`src/rtl/i2c_master_tx_engine.sv`:
```
// -----------------------------------------------------------------------------
// i2c_master_tx_engine
//
// Bit/byte engine for an I2C master write. It serialises START, the 7-bit
// slave address plus W bit, then as many transmit-FIFO bytes as are present,
// and finally a STOP. Every bit is split into four "quarters" of CLKDIV clk
// cycles each, so SDA can change while SCL is low and stay stable while SCL
// is high.
//
// Ports:
//   clk              system clock
//   reset            asynchronous, active-low reset
//   start            one-cycle request to begin a transaction (ignored when busy)
//   slave_address    7-bit target address, sampled when start is accepted
//   fifo_rd_data     head-of-FIFO byte, valid while fifo_empty = 0
//   fifo_empty       transmit FIFO empty flag
//   fifo_rd_request  one-cycle pop strobe, coincident with the shift load
//   busy             high from start acceptance until the done cycle
//   ack_error        sticky NACK flag, cleared by the next accepted start
//   done             one-cycle pulse at the end of STOP
//   I2C_SCL          SCL level (1 = released)
//   I2C_SDA_OE       1 = pull SDA low, 0 = release
//   I2C_SDA_IN       sampled SDA pin level
// -----------------------------------------------------------------------------
module i2c_master_tx_engine #(
  parameter int CLKDIV = 125,
  parameter int CW     = 16
) (
  input  logic       clk,
  input  logic       reset,
  input  logic       start,
  input  logic [6:0] slave_address,
  input  logic [7:0] fifo_rd_data,
  input  logic       fifo_empty,
  output logic       fifo_rd_request,
  output logic       busy,
  output logic       ack_error,
  output logic       done,
  output logic       I2C_SCL,
  output logic       I2C_SDA_OE,
  input  logic       I2C_SDA_IN
);

  typedef enum logic [2:0] {
    ST_IDLE  = 3'd0,
    ST_START = 3'd1,
    ST_BIT   = 3'd2,
    ST_ACK   = 3'd3,
    ST_STOP  = 3'd4
  } state_t;

  localparam logic [CW-1:0] CNT_LAST = CW'(CLKDIV - 1);

  state_t        state_reg, state_next;
  logic [1:0]    q_reg, q_next;            // quarter index inside the phase
  logic [2:0]    bit_reg, bit_next;        // bit index inside the byte
  logic [7:0]    shift_reg, shift_next;    // MSB is the bit on the wire
  logic [CW-1:0] cnt_reg, cnt_next;        // quarter-period counter
  logic          ack_sample_reg, ack_sample_next;
  logic          ack_error_reg, ack_error_next;
  logic          done_reg, done_next;
  logic          busy_reg, busy_next;
  logic          scl_reg, scl_next;
  logic          sda_oe_reg, sda_oe_next;
  logic          tick;
  logic          rd_req;

  // Bus levels {scl, sda_oe} for a given phase/quarter. The line registers
  // are loaded from the *next* state so SCL/SDA come straight from flops and
  // never glitch on a multi-bit state change.
  function automatic logic [1:0] line_levels(input state_t st,
                                             input logic [1:0] q,
                                             input logic b);
    logic [1:0] lv;
    case (st)
      // SDA falls while SCL is high, then SCL drops in Q2 with SDA still low.
      ST_START: lv = {(q != 2'd2), 1'b1};
      // Data is driven for the whole slot; SCL is high only in Q1/Q2.
      ST_BIT:   lv = {((q == 2'd1) || (q == 2'd2)), ~b};
      // Released so the slave can answer.
      ST_ACK:   lv = {((q == 2'd1) || (q == 2'd2)), 1'b0};
      // SDA held low until SCL is high, then released in Q2 (STOP condition).
      ST_STOP:  lv = {(q != 2'd0), (q[1] == 1'b0)};
      default:  lv = 2'b10;
    endcase
    return lv;
  endfunction

  // ---------------------------------------------------------------------------
  // State register
  // ---------------------------------------------------------------------------
  always_ff @(posedge clk or negedge reset) begin
    if (!reset) begin
      state_reg      <= ST_IDLE;
      q_reg          <= 2'd0;
      bit_reg        <= 3'd0;
      shift_reg      <= 8'h00;
      cnt_reg        <= '0;
      ack_sample_reg <= 1'b0;
      ack_error_reg  <= 1'b0;
      done_reg       <= 1'b0;
      busy_reg       <= 1'b0;
      scl_reg        <= 1'b1;
      sda_oe_reg     <= 1'b0;
    end else begin
      state_reg      <= state_next;
      q_reg          <= q_next;
      bit_reg        <= bit_next;
      shift_reg      <= shift_next;
      cnt_reg        <= cnt_next;
      ack_sample_reg <= ack_sample_next;
      ack_error_reg  <= ack_error_next;
      done_reg       <= done_next;
      busy_reg       <= busy_next;
      scl_reg        <= scl_next;
      sda_oe_reg     <= sda_oe_next;
    end
  end

  // ---------------------------------------------------------------------------
  // Next-state and output logic
  // ---------------------------------------------------------------------------
  always_comb begin
    state_next      = state_reg;
    q_next          = q_reg;
    bit_next        = bit_reg;
    shift_next      = shift_reg;
    ack_sample_next = ack_sample_reg;
    ack_error_next  = ack_error_reg;
    done_next       = 1'b0;
    rd_req          = 1'b0;

    tick = (cnt_reg == CNT_LAST);

    // The counter only runs inside a transaction so every phase starts
    // from a full quarter.
    if (state_reg == ST_IDLE) begin
      cnt_next = '0;
    end else if (tick) begin
      cnt_next = '0;
    end else begin
      cnt_next = cnt_reg + CW'(1);
    end

    case (state_reg)
      ST_IDLE: begin
        // A start arriving in the done cycle is dropped on purpose so the
        // register block sees a clean done before anything new begins.
        if (start && !done_reg) begin
          shift_next     = {slave_address, 1'b0};
          ack_error_next = 1'b0;
          bit_next       = 3'd0;
          q_next         = 2'd0;
          state_next     = ST_START;
        end
      end

      ST_START: begin
        if (tick) begin
          if (q_reg == 2'd2) begin
            q_next     = 2'd0;
            state_next = ST_BIT;
          end else begin
            q_next = q_reg + 2'd1;
          end
        end
      end

      ST_BIT: begin
        if (tick) begin
          if (q_reg == 2'd3) begin
            q_next     = 2'd0;
            shift_next = {shift_reg[6:0], 1'b0};
            if (bit_reg == 3'd7) begin
              bit_next   = 3'd0;
              state_next = ST_ACK;
            end else begin
              bit_next = bit_reg + 3'd1;
            end
          end else begin
            q_next = q_reg + 2'd1;
          end
        end
      end

      ST_ACK: begin
        if (tick) begin
          // Sample in the middle of the SCL-high window.
          if (q_reg == 2'd1) begin
            ack_sample_next = I2C_SDA_IN;
          end
          if (q_reg == 2'd3) begin
            q_next = 2'd0;
            if (ack_sample_reg) begin
              ack_error_next = 1'b1;
              state_next     = ST_STOP;
            end else if (fifo_empty) begin
              state_next = ST_STOP;
            end else begin
              // Pop and load in the same cycle: the byte consumed is exactly
              // the one presented on fifo_rd_data.
              rd_req     = 1'b1;
              shift_next = fifo_rd_data;
              state_next = ST_BIT;
            end
          end else begin
            q_next = q_reg + 2'd1;
          end
        end
      end

      ST_STOP: begin
        if (tick) begin
          if (q_reg == 2'd3) begin
            q_next     = 2'd0;
            done_next  = 1'b1;
            state_next = ST_IDLE;
          end else begin
            q_next = q_reg + 2'd1;
          end
        end
      end

      default: begin
        state_next = ST_IDLE;
        q_next     = 2'd0;
      end
    endcase

    busy_next                 = (state_next != ST_IDLE);
    {scl_next, sda_oe_next}   = line_levels(state_next, q_next, shift_next[7]);
  end

  assign fifo_rd_request = rd_req;
  assign busy            = busy_reg;
  assign ack_error       = ack_error_reg;
  assign done            = done_reg;
  assign I2C_SCL         = scl_reg;
  assign I2C_SDA_OE      = sda_oe_reg;

endmodule
```
`config.mk`:
```
export PLATFORM = sky130hd
export DESIGN_NAME = i2c_master_tx_engine
export DESIGN_NICKNAME = d
export VERILOG_FILES = /design/src/rtl/i2c_master_tx_engine.sv
export SDC_FILE = /design/constraint.sdc
export NUM_CORES = 1
export LEC_CHECK = 0
export ABC_CLOCK_PERIOD_IN_PS = 6200
export CORE_MARGIN = 3
export CORE_UTILIZATION = 45
export CTS_CLUSTER_SIZE = 14
export DETAILED_ROUTE_END_ITERATION = 10
export GPL_TIMING_DRIVEN = 0
export PLACE_DENSITY = 0.75
export SYNTH_ARGS = -nofsm -noshare
export SYNTH_HDL_FRONTEND = slang
export SYNTH_SLANG_ARGS = --single-unit
```
`constraint.sdc`:
```
create_clock -name clk -period 6.2 [get_ports clk]
set_input_delay 1.24 -clock clk [delete_from_list [all_inputs] [get_ports clk]]
set_output_delay 1.24 -clock clk [all_outputs]
set_load 0.02 [all_outputs]
```
Word-level counts from Yosys, hierarchy flattened

Cells that the tools add are included.
W data, S select, Z words.

Register bits: 38
Input port bits: 20
Logic and storage cells: 103
Output and inout bits: 6

Bitwise operators: 2
Add/subtract/negate cells: 3
Equality and inequality tests: 24
Muxes and demuxes: 48
Reduce and logical (&&, ||, !) cells: 14

Operator list:

| operator                | number |
|---|---|
| $mux W8                 | 7 |
| $mux W3                 | 16 |
| $mux W16                | 2 |
| $pmux W8 S3             | 1 |
| $add A16 B1 Y16 const B | 1 |
| $eq A16 B7 Y1 const B   | 1 |
| $ne A2 B2 Y1 const B    | 8 |
| $pmux W3 S5             | 1 |
| $eq A3 B2 Y1 const B    | 4 |
| $mux W1                 | 12 |
| $mux W2                 | 5 |
| $eq A3 B3 Y1 const B    | 3 |
| $pmux W2 S4             | 1 |
| $reduce_and A8 Y1       | 1 |
| $eq A2 B2 Y1 const B    | 3 |
| $eq A3 B1 Y1 const B    | 2 |
| $pmux W2 S3             | 1 |
| $pmux W3 S2             | 1 |
| $reduce_bool A2 Y1      | 3 |
| $reduce_bool A3 Y1      | 2 |
| $reduce_and A5 Y1       | 1 |
| $eq A2 B1 Y1 const B    | 2 |
| $reduce_and A4 Y1       | 1 |
| $add A3 B1 Y3 const B   | 1 |
| 10 further kinds        | 11 |

Logic depth before layout (Yosys ltp)

Word-level depth: 7
Mapped depth: 11

Worst setup path after synthesis

No wires, ideal clock.

Kind: input to output
Start point: in fifo_empty
End point: out fifo_rd_request
Cell stages on the path: 3
Buffers on the path: 0
Data arrival time: 1955 ps
Slack: 3005 ps
Required time: 4960 ps
Cells stage by stage: nor2_1 nand3_1 nor2_1

Longest elaborated chain between the ends: 5

RTL lines:

| what               | RTL line | RTL |
|---|---|---|
| start: declaration | 34       | `input logic fifo_empty,` |
| $mux W1            | 197      | `end else if (fifo_empty) begin` |
| $mux W1            | 194      | `if (ack_sample_reg) begin` |
| $mux W1            | 192      | `if (q_reg == 2'd3) begin` |
| $mux W1            | 187      | `if (tick) begin` |
| $mux W1            | 145      | `case (state_reg)` |
| end: declaration   | 35       | `output logic fifo_rd_request,` |

No other way between the ends.

Worst setup path in the final report

Ends and elaborated chain as after synthesis.

==> results.json <==
{
  "layout.cells.most_common": "sky130_fd_sc_hd__dfrtp_1",
  "drv_slew": 0,
  "globalRouteOverflowTotal": 0,
  "crit_fanout": 5,
  "synthesis.nets": 261,
  "clock.fmax_ghz": 0.233,
  "post-route-min-period_ps": 4280,
  "synth_top_cell_by_area": "sky130_fd_sc_hd__dfrtp_1",
  "drt.antenna.violating_nets": 0,
  "endpoint_kind": "output pin",
  "dp.cells": 322,
  "grt_use_total": 0.177,
  "fin_tns_setup_ps": 0,
  "critPathTopFamily": "buffers and inverters",
  "totalWireLength_mm": 4.97,
  "synth_top_cells_by_area": "sky130_fd_sc_hd__dfrtp_1 41%, sky130_fd_sc_hd__ha_1 6.0%, sky130_fd_sc_hd__nor2_1 4.0%",
  "rsz0062_at_grt": "no",
  "critical_path_class": "input pin to output pin",
  "detailedRoute.firstPassIterationCount": 4,
  "max-clock-path-buffers": 2,
  "synth.yosys.seq_area_share": 0.418,
  "hold_violations": 0,
  "leading_cell_types_in_the_layout_fill_and_taps_excluded": "37 x sky130_fd_sc_hd__dfrtp_1, 24 x sky130_fd_sc_hd__nor2_1, 24 x sky130_fd_sc_hd__clkdlybuf4s50_1",
  "die_h_um": 77.2,
  "drive_gt1_frac": 0.114,
  "die_w_um": 77.2,
  "yosys_most_used_dff": "sky130_fd_sc_hd__dfrtp_1",
  "post_cts_resize_count": 0,
  "final_design_area_no_fill_um2": 2700,
  "dp.final_hpwl_mm": 3.61,
  "synth.lib_cells_used.distinct": 56,
  "worstPathArrival_ps": 3040,
  "chain_of_cells_forming_the_critical_path": "clkdlybuf4s50_1, nor2_1, nand3_1, nor2_1, clkdlybuf4s50_1",
  "antenna-diode-count": 0,
  "synth_warnings": 0,
  "core_area_um2": 4820,
  "cp_data_required_time_ps": 4960,
  "grt_start_max_net_pins": 39,
  "postSynthAreaPerCell_um2": 9.91,
  "peakVddDrop_mv": 0.0841,
  "ffs_w_async_s_r_synth": 1.00,
  "critical_path.max_stage_delay_ps": 680,
  "largest_reg_flops": 16,
  "synth_edf_count": 0,
  "setup_skew_after_layout_ps": 3.68,
  "clock_tree.root_cell": "sky130_fd_sc_hd__clkbuf_8",
  "grt_pass1_vias": 1789,
  "critical_path.n_buffers_inverters": 2,
  "clock_latency_ps": 300,
  "ys_seq_elements": 38,
  "clock_sinks": 38,
  "cts_buffers": 5,
  "place_congestion": 0.854,
  "buffer_ports.inserted": 25,
  "final.period_utilization": 0.691,
  "start_kind": "input pin",
  "cap_viol_max_count": 0,
  "grt_antenna_before_repair": 0,
  "timing.critical_path.slowest_stage_cell": "sky130_fd_sc_hd__clkdlybuf4s50_1",
  "final.fill_count": 443,
  "dieArea_um2": 5960,
  "hold_path_class": "register to register",
  "vias": 1816,
  "initial_utilization": 0.473,
  "top_level_ports": 26,
  "dpl_cell_area_um2": 2610,
  "post_cts.repair.setup_buffers": 0,
  "worstMarginPinSlew_ps": 857,
  "postSynthCellCount": 230,
  "first_pass_grt_wire_length_mm": 8.40,
  "cts_hold_repair.buffers": 0,
  "synthesis.area_um2": 2280,
  "ctsHtreeMaxLevel": 2,
  "timing.max_slew.rel_slack": 0.428,
  "tritoncts": "done",
  "detail_route.vias_per_cell": 5.50,
  "setup-violations-final": 0,
  "detail_route.drc_violations": 0,
  "post_layout_nonfiller_instances": 330,
  "floorplan.rows": 25,
  "synth.top_cell.area_share": 0.406,
  "cts.clk_slew.worst_paths_ps": 70,
  "route.detailed.wl_per_inst_um": 15.1,
  "total_leakage_power_uw": 0.00111,
  "post-layout-total-power_uw": 455,
  "final_nets": 293,
  "first_iter_violations": 100,
  "area_grow_syn2layout_pct": 18.6,
  "run_status": "complete, no violations",
  "power_density_nw_per_um2": 168
}
per-stage QoR:
| stage | utilization | worst slack [ps] | hold WS [ps] |
|---|---|---|---|
| floorplan | - | 3010 | 447 |
| global placement | 0.543 | 1890 | 478 |
| detailed placement | 0.542 | 1910 | 480 |
| CTS | 0.561 | 1910 | 493 |
| global route | 0.561 | 1800 | 536 |
| finish | 0.561 | 1920 | 493 |
layer usage:
| layer | routed length [um] | GRT usage | vias to the layer above |
|---|---|---|---|
| li1 | - | - | 903 |
| met1 | 2380 | 0.237 | 874 |
| met2 | 2320 | 0.271 | 27 |
| met3 | 172 | 0.0481 | 12 |
| met4 | 97 | 0.0658 | 0 |
| met5 | 0 | 0 | - |
kinds of logic after synthesis:
kind of cell / synth area share
compound gates: 0.181
buf+inv: 0.0417
xor+xnor: 0.0384
simple gates: 0.226
flops: 0.418
mux: 0.0357
fa+ha+maj: 0.0604
power breakdown:
| part | internal [uW] | switching, uW | total, uW |
|---|---|---|---|
| clock network | 89.3 | 91.1 | 180 |
| registers | 249 | 1.37 | 251 |
| logic | 13.2 | 10.3 | 23.5 |
worst reg2reg max path, delay by kind of cell (launching register included):
family,cells,cell delay [ps]
AO/OA/AOI/OAI,5,770
AND/OR/NAND/NOR,2,620
flip-flops,1,410
adder cells (fa/ha/maj),2,390
multiplexers,1,90
buffers and inverters,1,70
layout make-up:
class                           instances  area [um2]  area share
Sequential cell                        38         952       0.352
Tap cell                               67        83.8      0.0310
Buffer                                 10        53.8      0.0199
Inverter                               11        41.3      0.0153
Clock inverter                          2        12.5     0.00463
Clock buffer                            6        82.6      0.0305
Timing Repair Buffer                   25         245      0.0907
Multi-Input combinational cell        171        1230       0.456
synth_stat cells (3+ instances only):
cell	count
sky130_fd_sc_hd__or3_1	6
sky130_fd_sc_hd__xor2_1	5
sky130_fd_sc_hd__a32o_1	3
sky130_fd_sc_hd__xnor2_1	5
sky130_fd_sc_hd__nand2b_1	5
sky130_fd_sc_hd__and4_2	3
sky130_fd_sc_hd__clkbuf_1	7
sky130_fd_sc_hd__o21ai_0	10
sky130_fd_sc_hd__dfrtp_1	37
sky130_fd_sc_hd__nor2b_1	5
sky130_fd_sc_hd__a221o_1	7
sky130_fd_sc_hd__a21oi_1	16
sky130_fd_sc_hd__mux2i_1	4
sky130_fd_sc_hd__nand2_1	13
sky130_fd_sc_hd__nand3_1	9
sky130_fd_sc_hd__nand4_1	5
sky130_fd_sc_hd__nor2_1	24
sky130_fd_sc_hd__ha_1	11
sky130_fd_sc_hd__inv_1	11
worst paths after layout:
kind                            depth (start not counted)  slack (ps)  startpoint              end
min in group asynchronous                               1        1050       reset     shift_reg[3]
worst min register to register                          1         490  cnt_reg[0]       cnt_reg[0]
worst max-delay path                                    5        1920  fifo_empty  fifo_rd_request
max in group asynchronous                               1        4620       reset       cnt_reg[1]
worst min-delay path                                    1         490  cnt_reg[0]       cnt_reg[0]
worst max register to register                         11        3790  cnt_reg[0]          I2C_SCL
(Power assumes the default switching activity.)
==> RTL change 1: new RTL, config.mk and constraints unchanged <==
The parameter `CW` goes from 16 to 32.
--- a/src/rtl/i2c_master_tx_engine.sv
+++ b/src/rtl/i2c_master_tx_engine.sv
@@ -24,7 +24,7 @@
 // -----------------------------------------------------------------------------
 module i2c_master_tx_engine #(
   parameter int CLKDIV = 125,
-  parameter int CW     = 16
+  parameter int CW     = 32
 ) (
   input  logic       clk,
   input  logic       reset,
Behaviour: no difference found for any inputs over 10 cycles, from zero or initial values and one cycle with reset low; that may be too few to reach the edited logic, so the function may still have changed.
==> RTL change 1 against the unedited design <==
  * Global-route usage is 0.88 points lower
  * Utilization is 0.37 points lower
  * Cell area is 26% higher
  * Power is 62% higher
  * First-iteration DRC count is 44% higher
  * Area after synthesis is 30% higher
  * Clock power is 11% higher
  * Die area is 28% higher
  * Worst setup slack worse by 45 ps
  * Sequential cell count is 16 higher
  * Wire length is 20% higher
  * Critical endpoint unchanged
  * Largest power group unchanged
==> RTL change 1: results (changes against the unedited design) <==
metric	value	unit	change
status	finished, final reports clean		
synth cell count leaders	dfrtp_1, nor2_1, xor2_1, nand3_1		
syn_nets	327		+25%
met1 Usage GRT	21.6	%	-2.1 points
layout cells sized above 1	9.09	%	-2.3 points
nets	360		+23%
met3 GRT Util	3.50	%	-1.3 points
Synth cell types	53		-5.4%
pre-CTS setup slack	1950	ps	+35.3 ps
Net Sw Power	201	uW	+96%
met3 wire len	329	um	+91%
Post-DP Area	3320	um^2	+27%
pin count of the biggest net entering global routing	31		-21%
global-route wire length before repair	10.4	mm	+24%
Final Skew	7.40	ps	+3.72 ps
wl on met1	2.68	mm	+13%
post-route insts no fill	405		+23%
VDD IR-drop max	148	uV	+76%
hold endpoint	shift_reg[0]		
HP Start	shift_reg[0]		
critical path arrival	3090	ps	+50 ps
Total Routing Usage GR	16.8	%	-0.88 points
slew margin rel.	58.9	%	+16 points
placed cell count	397		+23%
vias in the first global route	2332		+30%
hold slack	509	ps	+16.0 ps
routed vias/inst	5.62		+2.2%
Gate Count Post-Synth	296		+29%
hpwl dp	4.42	mm	+22%
RePlAce Congestion	0.813		-4.7%
met2 Resource Use GR	28.8	%	+1.7 points
Seq/Total Area, Yosys	45.6	%	+3.9 points
max FFs per register	32		+16
DR WL met2	2.87	mm	+23%
routed length per instance	14.8	um	-2.1%
-- RTL change 1: changes by cell type after synthesis, moves of 4 or more --
cell     before  now
o31ai_1       0    4
o21ai_0      10    6
nand3_1       9   18
a22o_1        1    8
xnor2_1       5   10
xor2_1        5   20
nor4_1        1    5
or3_1         6    2
a21oi_1      16    2
nand4_1       5    9
nor2_1       24   51
dfrtp_1      37   53
-- RTL change 1: kinds of logic after synthesis --
kind of cell	count (synthesis)	share of synthesized area, %
muxes	4	1.44
AOI/OAI and AO/OA	42	11.0
adders and majority gates	11	4.64
buffers and inverters	22	2.95
xor gates and xnor gates	30	8.86
and+or+nand+nor	133	25.5
DFF	54	45.6
-- RTL change 1: power by group through the flow --
stage | Clock [uW] | Combinational, uW | Sequential [uW]
finish | 199 | 124 | 414
global route | 224 | 143 | 420
CTS | 209 | 127 | 415
detailed placement | 0 | 126 | 422
global placement | 0 | 119 | 420
floorplan | 0 | 87.4 | 414
-- RTL change 1: how the worst max path moves through the flow --
stage                     startpoint              end
after global routing      cnt_reg[0]  fifo_rd_request
final                     cnt_reg[0]  fifo_rd_request
after floorplan           cnt_reg[0]  fifo_rd_request
after CTS                 cnt_reg[0]  fifo_rd_request
after detailed placement  fifo_empty  fifo_rd_request
after global placement    fifo_empty  fifo_rd_request
-- RTL change 1: worst max-delay path, stage by stage, from the launching register on --
cell	delay, ps
dfrtp_1	430
inv_1	70
ha_1	160
nor4b_4	250
nand4_4	210
nor3_4	460
and3_2	260
clkbuf_1	280
clkdlybuf4s50_1	670
-- RTL change 1: final cells by class --
class,instances,area (um^2)
clock inverter,2,12.5
multi-input combinational,220,1520
inverter,12,45.0
timing repair buffer,26,265
clock buffer,6,82.6
tap,75,93.8
sequential,54,1350
fill,558,2710
buffer,10,42.5
==> RTL change 2: new RTL, same flow settings <==
Made on the original files. The 5 states of `state_t` get a Gray code encoding in 3 bits.
--- a/src/rtl/i2c_master_tx_engine.sv
+++ b/src/rtl/i2c_master_tx_engine.sv
@@ -42,11 +42,11 @@
 );
 
   typedef enum logic [2:0] {
-    ST_IDLE  = 3'd0,
-    ST_START = 3'd1,
-    ST_BIT   = 3'd2,
-    ST_ACK   = 3'd3,
-    ST_STOP  = 3'd4
+    ST_IDLE  = 3'b000,
+    ST_START = 3'b001,
+    ST_BIT   = 3'b011,
+    ST_ACK   = 3'b010,
+    ST_STOP  = 3'b110
   } state_t;
 
   localparam logic [CW-1:0] CNT_LAST = CW'(CLKDIV - 1);
Function: no difference found for any inputs over 10 cycles, from zero or initial values and one cycle with reset low; not proved beyond that.
==> RTL change 2 against the unedited design <==
  * Cell area is 5.9% lower
  * Wire length is 5.8% lower
  * Global-route usage is 0.79 points higher
  * Die area is 5.2% lower
  * Area after synthesis is 5.6% lower
  * Via count is 3.3% lower
  * Sequential cell count stayed put
  * Worst setup slack better by 130 ps
  * Non-clock buffer count is 3 lower
  * Highest routed layer unchanged
Power is not compared: it rests on default switching activity, and its combinational part moved more than twofold at a synthesized area within 25%.
==> RTL change 2: results (changes against the unedited design) <==
metric	value	unit	change
status	finished, final reports clean		
syn_nets	250		-4.2%
Inverters	10		-1
synth cell count leaders	dfrtp_1, nor2_1, nand2_1, nand3_1, ha_1		
multi-input gates	164		-4.1%
Seq/Total Area, Yosys	44.2	%	+2.5 points
CP max stage delay	610	ps	-70 ps
non-clock buffer count	32		-8.6%
fillers	401		-9.5%
layout cells sized above 1	9.60	%	-1.8 points
slew margin rel.	42.8	%	about the same
pre-CTS setup slack	2100	ps	+186 ps
Multi-input gate area	1120	um^2	-9.4%
Seq area share	37.4	%	+2.2 points
routed vias/inst	5.81		+5.7%
routed length per instance	15.5	um	+2.9%
Crit-path slowest cell	clkdlybuf4s50_1		
clk tree area frac	3.24	%	-0.27 points
Design Area, Final	2540	um^2	-5.9%
met3 GRT Util	4.14	%	-0.67 points
Data buffer area share	11.5	%	+0.40 points
nets	282		-3.8%
Synth cell types	52		-7.1%
wl on met1	2.22	mm	-7.0%
RePlAce Congestion	0.917		+7.5%
synth top area cells	dfrtp_1, ha_1, nand3_1		
global-route wire length before repair	7.95	mm	-5.3%
seq_cells	38		unchanged
met2 Resource Use GR	27.5	%	+0.35 points
DR iter-0 viols	139		+39%
Final Skew	3.75	ps	+0.0713 ps
Total Routing Usage GR	18.4	%	+0.79 points
first-pass iteration count of the detailed router	4		unchanged
hpwl dp	3.42	mm	-5.3%
DR WL met2	2.20	mm	-5.3%
RTL change 2: logic make-up (layout without fill, tap and decap cells):
kind of cell             after synthesis  count (layout)  share of synthesized area (%)
AND/OR/NAND/NOR                       97              97                           24.5
AO/OA/AOI/OAI                         42              42                           15.1
flip-flops                            38              38                           44.2
buffers and inverters                 17              48                           3.90
XOR/XNOR                              12              12                           4.88
adder cells (fa/ha/maj)               11              11                           6.40
multiplexers                           2               2                          0.988
RTL change 2: worst paths after layout:
check,from,end,slack [ps],depth (start not counted)
worst min-delay path,ack_error,ack_error,490,2
worst max-delay path,fifo_empty,fifo_rd_request,2050,5
min in group asynchronous,reset,shift_reg[3],1050,1
worst max register to register,cnt_reg[0],I2C_SCL,3070,11
max in group asynchronous,reset,done,4600,1
worst min register to register,ack_error,ack_error,490,2
RTL change 2: per-stage QoR:
stage	cells	power (uW)
5_1_grt	302	615
2_1_floorplan	219	377
6_report	302	582
3_5_place_dp	296	418
4_1_cts	302	588
3_3_place_gp	296	416
